File: config.mk
export PLATFORM = sky130hd
export DESIGN_NAME = ub_read_scheduler
export DESIGN_NICKNAME = d
export VERILOG_FILES = /design/src/rtl/ub_read_scheduler.sv
export SDC_FILE = /design/constraint.sdc
export NUM_CORES = 1
export LEC_CHECK = 0
export BUFFER_PORTS_ARGS = -buffer_cell sky130_fd_sc_hd__buf_2
export CAP_MARGIN = 20
export CORE_ASPECT_RATIO = 1.1
export CORE_UTILIZATION = 35
export CTS_BUF_LIST = sky130_fd_sc_hd__clkbuf_4 sky130_fd_sc_hd__clkbuf_8
export DETAILED_ROUTE_END_ITERATION = 10
export PLACE_DENSITY = 0.59
export RECOVER_POWER = 100
export SLEW_MARGIN = 5
export SYNTH_ARGS = -nofsm -noshare
export SYNTH_HDL_FRONTEND = slang
export SYNTH_SLANG_ARGS = --single-unit
File: constraint.sdc
create_clock -name clk -period 2.79 [get_ports clk]
set_input_delay 0.4185 -clock clk [delete_from_list [all_inputs] [get_ports clk]]
set_output_delay 0.4185 -clock clk [all_outputs]
set_load 0.02 [all_outputs]
File: src/rtl/ub_read_scheduler.sv
// Unified-buffer read scheduler: round-robin arbitration between two loaders,
// request validation, and a one-cycle start followed by a burst drain window.
module ub_read_scheduler #(
  parameter int UB_DEPTH = 50,
  parameter int ADDR_W   = 6
) (
  input  logic              clk,
  input  logic              rst,
  input  logic              req_valid_0,
  input  logic [ADDR_W-1:0] req_addr_0,
  input  logic [ADDR_W-1:0] req_len_0,
  input  logic              req_row_or_col_0,
  output logic              req_ready_0,
  input  logic              req_valid_1,
  input  logic [ADDR_W-1:0] req_addr_1,
  input  logic [ADDR_W-1:0] req_len_1,
  input  logic              req_row_or_col_1,
  output logic              req_ready_1,
  output logic              ub_read_start_out,
  output logic [ADDR_W-1:0] ub_read_addr_out,
  output logic [ADDR_W-1:0] ub_num_mem_locations_out,
  output logic              ub_row_or_col_out,
  output logic              grant_id_out,
  output logic              busy_out,
  output logic              done_out,
  output logic              err_out
);

  typedef enum logic [1:0] {
    IDLE  = 2'd0,
    ISSUE = 2'd1,
    DRAIN = 2'd2
  } state_t;

  localparam logic [ADDR_W:0]   UB_LIMIT = UB_DEPTH[ADDR_W:0];
  localparam logic [ADDR_W-1:0] CNT_ONE  = {{(ADDR_W-1){1'b0}}, 1'b1};

  state_t            state, next_state;
  logic              last_grant;
  logic              grant;
  logic              grant_vld;
  logic [ADDR_W-1:0] sel_addr;
  logic [ADDR_W-1:0] sel_len;
  logic              sel_roc;
  logic [ADDR_W:0]   end_addr;
  logic              req_ok;
  logic [ADDR_W-1:0] drain_cnt;

  // Arbitration and request validation; only evaluated while IDLE.
  always_comb begin
    grant_vld = 1'b0;
    grant     = 1'b0;
    if (state == IDLE) begin
      if (req_valid_0 && req_valid_1) begin
        grant_vld = 1'b1;
        grant     = ~last_grant;
      end else if (req_valid_0) begin
        grant_vld = 1'b1;
        grant     = 1'b0;
      end else if (req_valid_1) begin
        grant_vld = 1'b1;
        grant     = 1'b1;
      end else begin
        grant_vld = 1'b0;
      end
    end else begin
      grant_vld = 1'b0;
    end
    sel_addr = grant ? req_addr_1 : req_addr_0;
    sel_len  = grant ? req_len_1 : req_len_0;
    sel_roc  = grant ? req_row_or_col_1 : req_row_or_col_0;
    // Extra bit keeps addr+len from wrapping past the buffer end.
    end_addr = {1'b0, sel_addr} + {1'b0, sel_len};
    req_ok   = (sel_len != '0) && !sel_len[0] && (end_addr <= UB_LIMIT);
  end

  assign req_ready_0       = grant_vld && !grant;
  assign req_ready_1       = grant_vld && grant;
  assign ub_read_start_out = (state == ISSUE);
  assign busy_out          = (state != IDLE);

  // Next-state decode.
  always_comb begin
    next_state = state;
    case (state)
      IDLE: begin
        if (grant_vld && req_ok) begin
          next_state = ISSUE;
        end else begin
          next_state = IDLE;
        end
      end
      ISSUE: next_state = DRAIN;
      DRAIN: begin
        if (drain_cnt == CNT_ONE) begin
          next_state = IDLE;
        end else begin
          next_state = DRAIN;
        end
      end
      default: next_state = IDLE;
    endcase
  end

  // State, arbitration history, drain counter and registered outputs.
  always_ff @(posedge clk or posedge rst) begin
    if (rst) begin
      state                    <= IDLE;
      last_grant               <= 1'b1;
      drain_cnt                <= '0;
      ub_read_addr_out         <= '0;
      ub_num_mem_locations_out <= '0;
      ub_row_or_col_out        <= 1'b0;
      grant_id_out             <= 1'b0;
      done_out                 <= 1'b0;
      err_out                  <= 1'b0;
    end else begin
      state    <= next_state;
      done_out <= (state == DRAIN) && (next_state == IDLE);
      err_out  <= grant_vld && !req_ok;
      if (grant_vld) begin
        ub_read_addr_out         <= sel_addr;
        ub_num_mem_locations_out <= sel_len;
        ub_row_or_col_out        <= sel_roc;
        grant_id_out             <= grant;
        last_grant               <= grant;
      end
      // The drain window mirrors the buffer's len/2 active read cycles.
      if (state == ISSUE) begin
        drain_cnt <= ub_num_mem_locations_out >> 1;
      end else if (state == DRAIN) begin
        drain_cnt <= drain_cnt - CNT_ONE;
      end
    end
  end

endmodule

# == Word-level counts from Yosys, hierarchy flattened ==
# Cells that the tools add are included.
# classes
n_addsub,2
magnitude_cmp,1
eq_ne,3
muxes,15
bitwise,1
reduce_logical,16
# ops
operator,count
6-bit 2-to-1 mux,4
1-bit 2-to-1 mux,9
1-bit logical AND,8
6-bit by 6-bit adder with 7-bit output,1
7-bit by 6-bit <= comparator with 1-bit output (second input constant),1
6-bit by 1-bit == test with 1-bit output (second input constant),1
2-bit case mux with 3 select lines,1
6-bit nonzero test,1
6-bit by 1-bit subtractor with 6-bit output (second input constant),1
2-bit logical NOT,2
2-bit nonzero test,2
1-bit logical NOT,3
2-bit by 1-bit == test with 1-bit output (second input constant),1
2-bit == test (second input constant),1
2-bit 2-to-1 mux,1
1-bit inverter,1
# word_totals
register_bits,25
in_bits,30
out_inout_bits,20
wordCells,47

# == Depth between registers and ports, before layout ==
# depth
word_depth,13
mapped_depth,15
ltp_nobuf,13

# == Worst setup path before layout ==
# OpenSTA, ideal clock, no wires.
# synth_timing
path_type,reg-to-reg
startpoint,register state[0]
endpoint,register done_out
setup_ns,0.120
arrival_time_ns,3.013
required_ns,2.670
setup_slack_ns,-0.344
stages_incl_launch_ff,16
n_path_buf,2
synth_period_minus_slack_ns,3.134
path_cell_list,dfrtp_1 > inv_1 > ha_1 > and2_4 > and2_4 > buf_6 > buf_6 > mux2_4 > ha_1 > fa_1 > nand3_1 > nand2_1 > a31o_1 > a211oi_2 > o41ai_2 > o211a_1
# synth_between
elab_chain_len,11
word_cells_on_any_way,18
classes_between,1 x add/sub; 1 x order compare; 2 x eq/ne; 6 x mux; 8 x reduce/logical
# synth_rtl
item,line_no,source
from (decl),38,"state_t state, next_state;"
from (signal assigned),118,state <= next_state;
2-bit logical NOT,53,if (state == IDLE) begin
1-bit 2-to-1 mux,53,
6-bit 2-to-1 mux,69,sel_addr = grant ? req_addr_1 : req_addr_0;
via sel_addr[0],42,logic [ADDR_W-1:0] sel_addr;
6-bit by 6-bit adder with 7-bit output,73,"end_addr = {1'b0, sel_addr} + {1'b0, sel_len};"
7-bit by 6-bit <= comparator with 1-bit output,74,req_ok = (sel_len != '0) && !sel_len[0] && (end_addr <= UB_LIMIT);
1-bit logical AND,74,
1-bit logical AND,87,if (grant_vld && req_ok) begin
1-bit 2-to-1 mux,87,
2-bit case mux with 3 select lines,85,case (state)
2-bit logical NOT,119,done_out <= (state == DRAIN) && (next_state == IDLE);
1-bit logical AND,119,
to (signal assigned),119,
to (decl),25,"output logic done_out,"
# The timed path passes the listed nets, and every way through them passes these cells.
# A chain may end at the register's enable or synchronous reset.

# == Worst setup path after layout ==
# layout_timing
startpoint,register state[1]
endpoint,register done_out
# layout_between
elab_chain_len,11
word_cells_on_any_way,18
classes_between,1 x add/sub; 1 x order compare; 2 x eq/ne; 6 x mux; 8 x reduce/logical
# layout_rtl
item,line_no,source
2-bit logical NOT (*),53,
1-bit 2-to-1 mux (*),53,
6-bit 2-to-1 mux (*),70,sel_len = grant ? req_len_1 : req_len_0;
via sel_len[0],43,logic [ADDR_W-1:0] sel_len;
6-bit by 6-bit adder with 7-bit output (tied with other cells),73,
7-bit by 6-bit <= comparator with 1-bit output / 1-bit logical AND (equally long branches),74,
1-bit logical AND (*),74,
1-bit logical AND (*),87,
1-bit 2-to-1 mux (*),87,
2-bit case mux with 3 select lines (*),85,
2-bit logical NOT (*),119,
1-bit logical AND (*),119,
# Mark *: on every way through the listed nets, which the timed path passes. The rest lies on a longest branch.

==> run metrics <==
CP Launch Point=state[1]; global route hottest layer=met2; row cnt=25; Yosys top cell by area=dfrtp_1; Synth Area per Inst=10.8 um^2; CTS tree=built; initial antenna violation count=0; routed length per instance=14.2 um; Least-Margin Pin Slew=about 1400 ps; Synth warnings=0; DR pass1 iterations=4; Critical-path top delay cell=dfrtp_1; clk slew on worst S/H paths=100 ps; Worst R2R Start=state[1]; Worst Setup End Kind=register; Synth area leaders=dfrtp_1 37%, mux2_2 14%, ha_1 8.4%; #FFs+latches synth=25; Min Hold Slack=approximately 62 ps; violated checks=negative setup slack; Post-synth top flop=dfrtp_1; list of most frequent post-synthesis cells=24 x dfrtp_1, 20 x mux2_2, 13 x nor2_1, 11 x ha_1, 9 x a21oi_1; Max Fclk=0.341 GHz; Final min period=2930 ps; final setup fails=3; Cells after DPL=267; Mapped Area=0.00164 mm^2; max_cap viols=0; asr flop ratio synth=between 90% and 100%; Iter 0 DRT Violations=115; initial core utilization=between 30% and 40%; smallest setup slack after layout=-143 ps; DR DRC count=0; Nets=271; DPL Wire Length=2930 um; Diodes inserted=0; post-route clock period utilization=105%; CP required=roughly 3000 ps; area grow syn2layout=38.2%; CTS Hold Bufs=0; CTS Buffer Depth=2; skew final=5.92 ps; Final Hold Viols=0; cell with the most instances after synthesis=dfrtp_1; Routability Congestion=0.758; # IOs=50; Clock Sinks=25; fraction of layout cells with a size suffix above 1=46.9%; vias in the first global route=1330; RSZ-0062 raised after global routing=true; max-slew violations=0; status=complete, but fails checks; Inserted Clock Buffers=3; largest net degree at the start of global routing=26; GR Util met1=around 25%; Mapped Cells=152; global routing usage on met2=25.3%; met3 Usage GRT=3.26%; core box area=about 0.0044 mm^2; Hold Crit Class=in -> async; H-tree levels=1; post-synth top area share=36.6%; vias=1418; Die Width=67.3 um; gr ovfl total=0; Slew headroom=8.46%; critical setup path kind=reg -> reg; Port Buffer Count=just under 50; Worst Setup Start Kind=register; Post-DRT Antenna Nets=0; GRT Resource Usage Total=between 10% and 20%; synth unique cells=36; Root Driver=clkbuf_8; final WL=3990 um; Post-synth EDFFs=0; PwrDens=about 1100 mW/mm^2; Max FO, Critical Path=5; Critical Path AT=3120 ps; slowest stage delay, CP=just over 400 ps; non-filler instance count after layout=282; die height=~74 um; Via-to-Cell Ratio=5.03; worst path cell trace=inv_2, ha_4, and2_4, and2_4, mux2_4, ha_4, fa_2, nand3_2, nand2_2, a31o_1, a211oi_4, o41ai_4, o211a_1; total die area=0.00497 mm^2; leak pwr=0.00104 uW; first-pass GRT wire length=approximately 6400 um; Seq/Total Area, Yosys=38.2%; Worst-Skew Late Latency=290 ps; Mapped Nets=194; worst vdd ir=0.513 mV
[per-stage QoR]
step	power [uW]	utilization, %	cell area (um^2)	setup TNS, ps	setup slack (ps)
4_1_cts	2560	50.4	2220	-256	-120
2_1_floorplan	1760	-	1700	-231	-152
3_3_place_gp	2190	47.4	2090	-205	-133
3_5_place_dp	2200	47.4	2090	-425	-209
5_1_grt	2790	51.4	2270	-680	-254
6_report	2590	51.4	2270	-283	-143
[state kept, by name, summed over array words and instances (netlist names)]
name / count
drain_cnt: 6
ub_num_mem_locations_out: 6
ub_read_addr_out: 6
state: 2
done_out: 1
err_out: 1
grant_id_out: 1
last_grant: 1
ub_row_or_col_out: 1
[power breakdown]
part / internal, uW / switching (uW) / leakage, uW / total [uW]
Clock: 105 / 138 / 0.0000261 / 243
Combinational: 814 / 863 / 0.000718 / 1680
Sequential: 548 / 123 / 0.000299 / 671
[worst max-delay path: cells and delay by family (launching register included)]
kind / cells / cell delay [ps]
and+or+nand+nor: 4 / 460
muxes: 1 / 330
DFF: 1 / 410
buffers and inverters: 1 / 80
adders and majority gates: 3 / 660
AOI/OAI and AO/OA: 4 / 900
[placed cells by master (no fill, tap or decap), types with 2 or more instances in the layout]
cell,count
a211o_1,2
a21o_1,3
a21oi_1,8
a22o_1,4
and2_4,2
buf_2,29
buf_4,22
buf_6,2
clkbuf_1,21
clkbuf_4,3
clkbuf_8,3
dfrtp_1,24
ha_1,6
ha_4,5
inv_1,5
inv_2,2
mux2_2,18
mux2_4,6
mux2i_1,2
nand2_1,6
nand3_1,3
nor2_1,13
nor3_1,5
o21ai_0,8
xor2_1,2
[final cells by class]
cell class / count / area (um^2)
Clock buffer: 3 / 41.3
Multi-Input combinational cell: 115 / 1060
Fill cell: 414 / 2140
Inverter: 7 / 26.3
Sequential cell: 25 / 627
Tap cell: 54 / 67.6
Clock inverter: 1 / 8.76
Timing Repair Buffer: 77 / 434
[what timing repair did]
item                       4_1_cts  5_1_grt
pin swaps                        8        5
setup buffers                    7        2
setup endpoints to repair        3        3
gates resized for setup          4        8
gates cloned                     1        0
hold endpoints to repair         0        0
[path summary, 6_finish.rpt]
kind | end | slack, ps | depth (start not counted)
max | done_out | -140 | 13
min | grant_id_out | 60 | 2
max reg2reg | done_out | -140 | 13
min reg2reg | grant_id_out | 490 | 1
max in group asynchronous | ub_read_addr_out[4] | 1520 | 3
min in group clk | ub_row_or_col_out | 410 | 3
[routing by layer]
| layer | vias to the layer above | routed length, um |
|---|---|---|
| li1 | 705 | - |
| met2 | 47 | 1840 |
| met3 | 7 | 216 |
| met5 | - | 0 |
| met4 | 0 | 62 |
| met1 | 659 | 1870 |
[kinds of logic (layout without fill, tap and decap cells)]
group	after synthesis	after routing	synth area share [%]
buffers and inverters	13	88	4.50
AO/OA/AOI/OAI	34	34	14.9
flip-flops	25	25	38.2
multiplexers	27	27	19.5
adder cells (fa/ha/maj)	12	12	9.60
AND/OR/NAND/NOR	37	38	11.1
XOR/XNOR	4	4	2.13
Note: power is estimated with default switching activity, not from simulation.
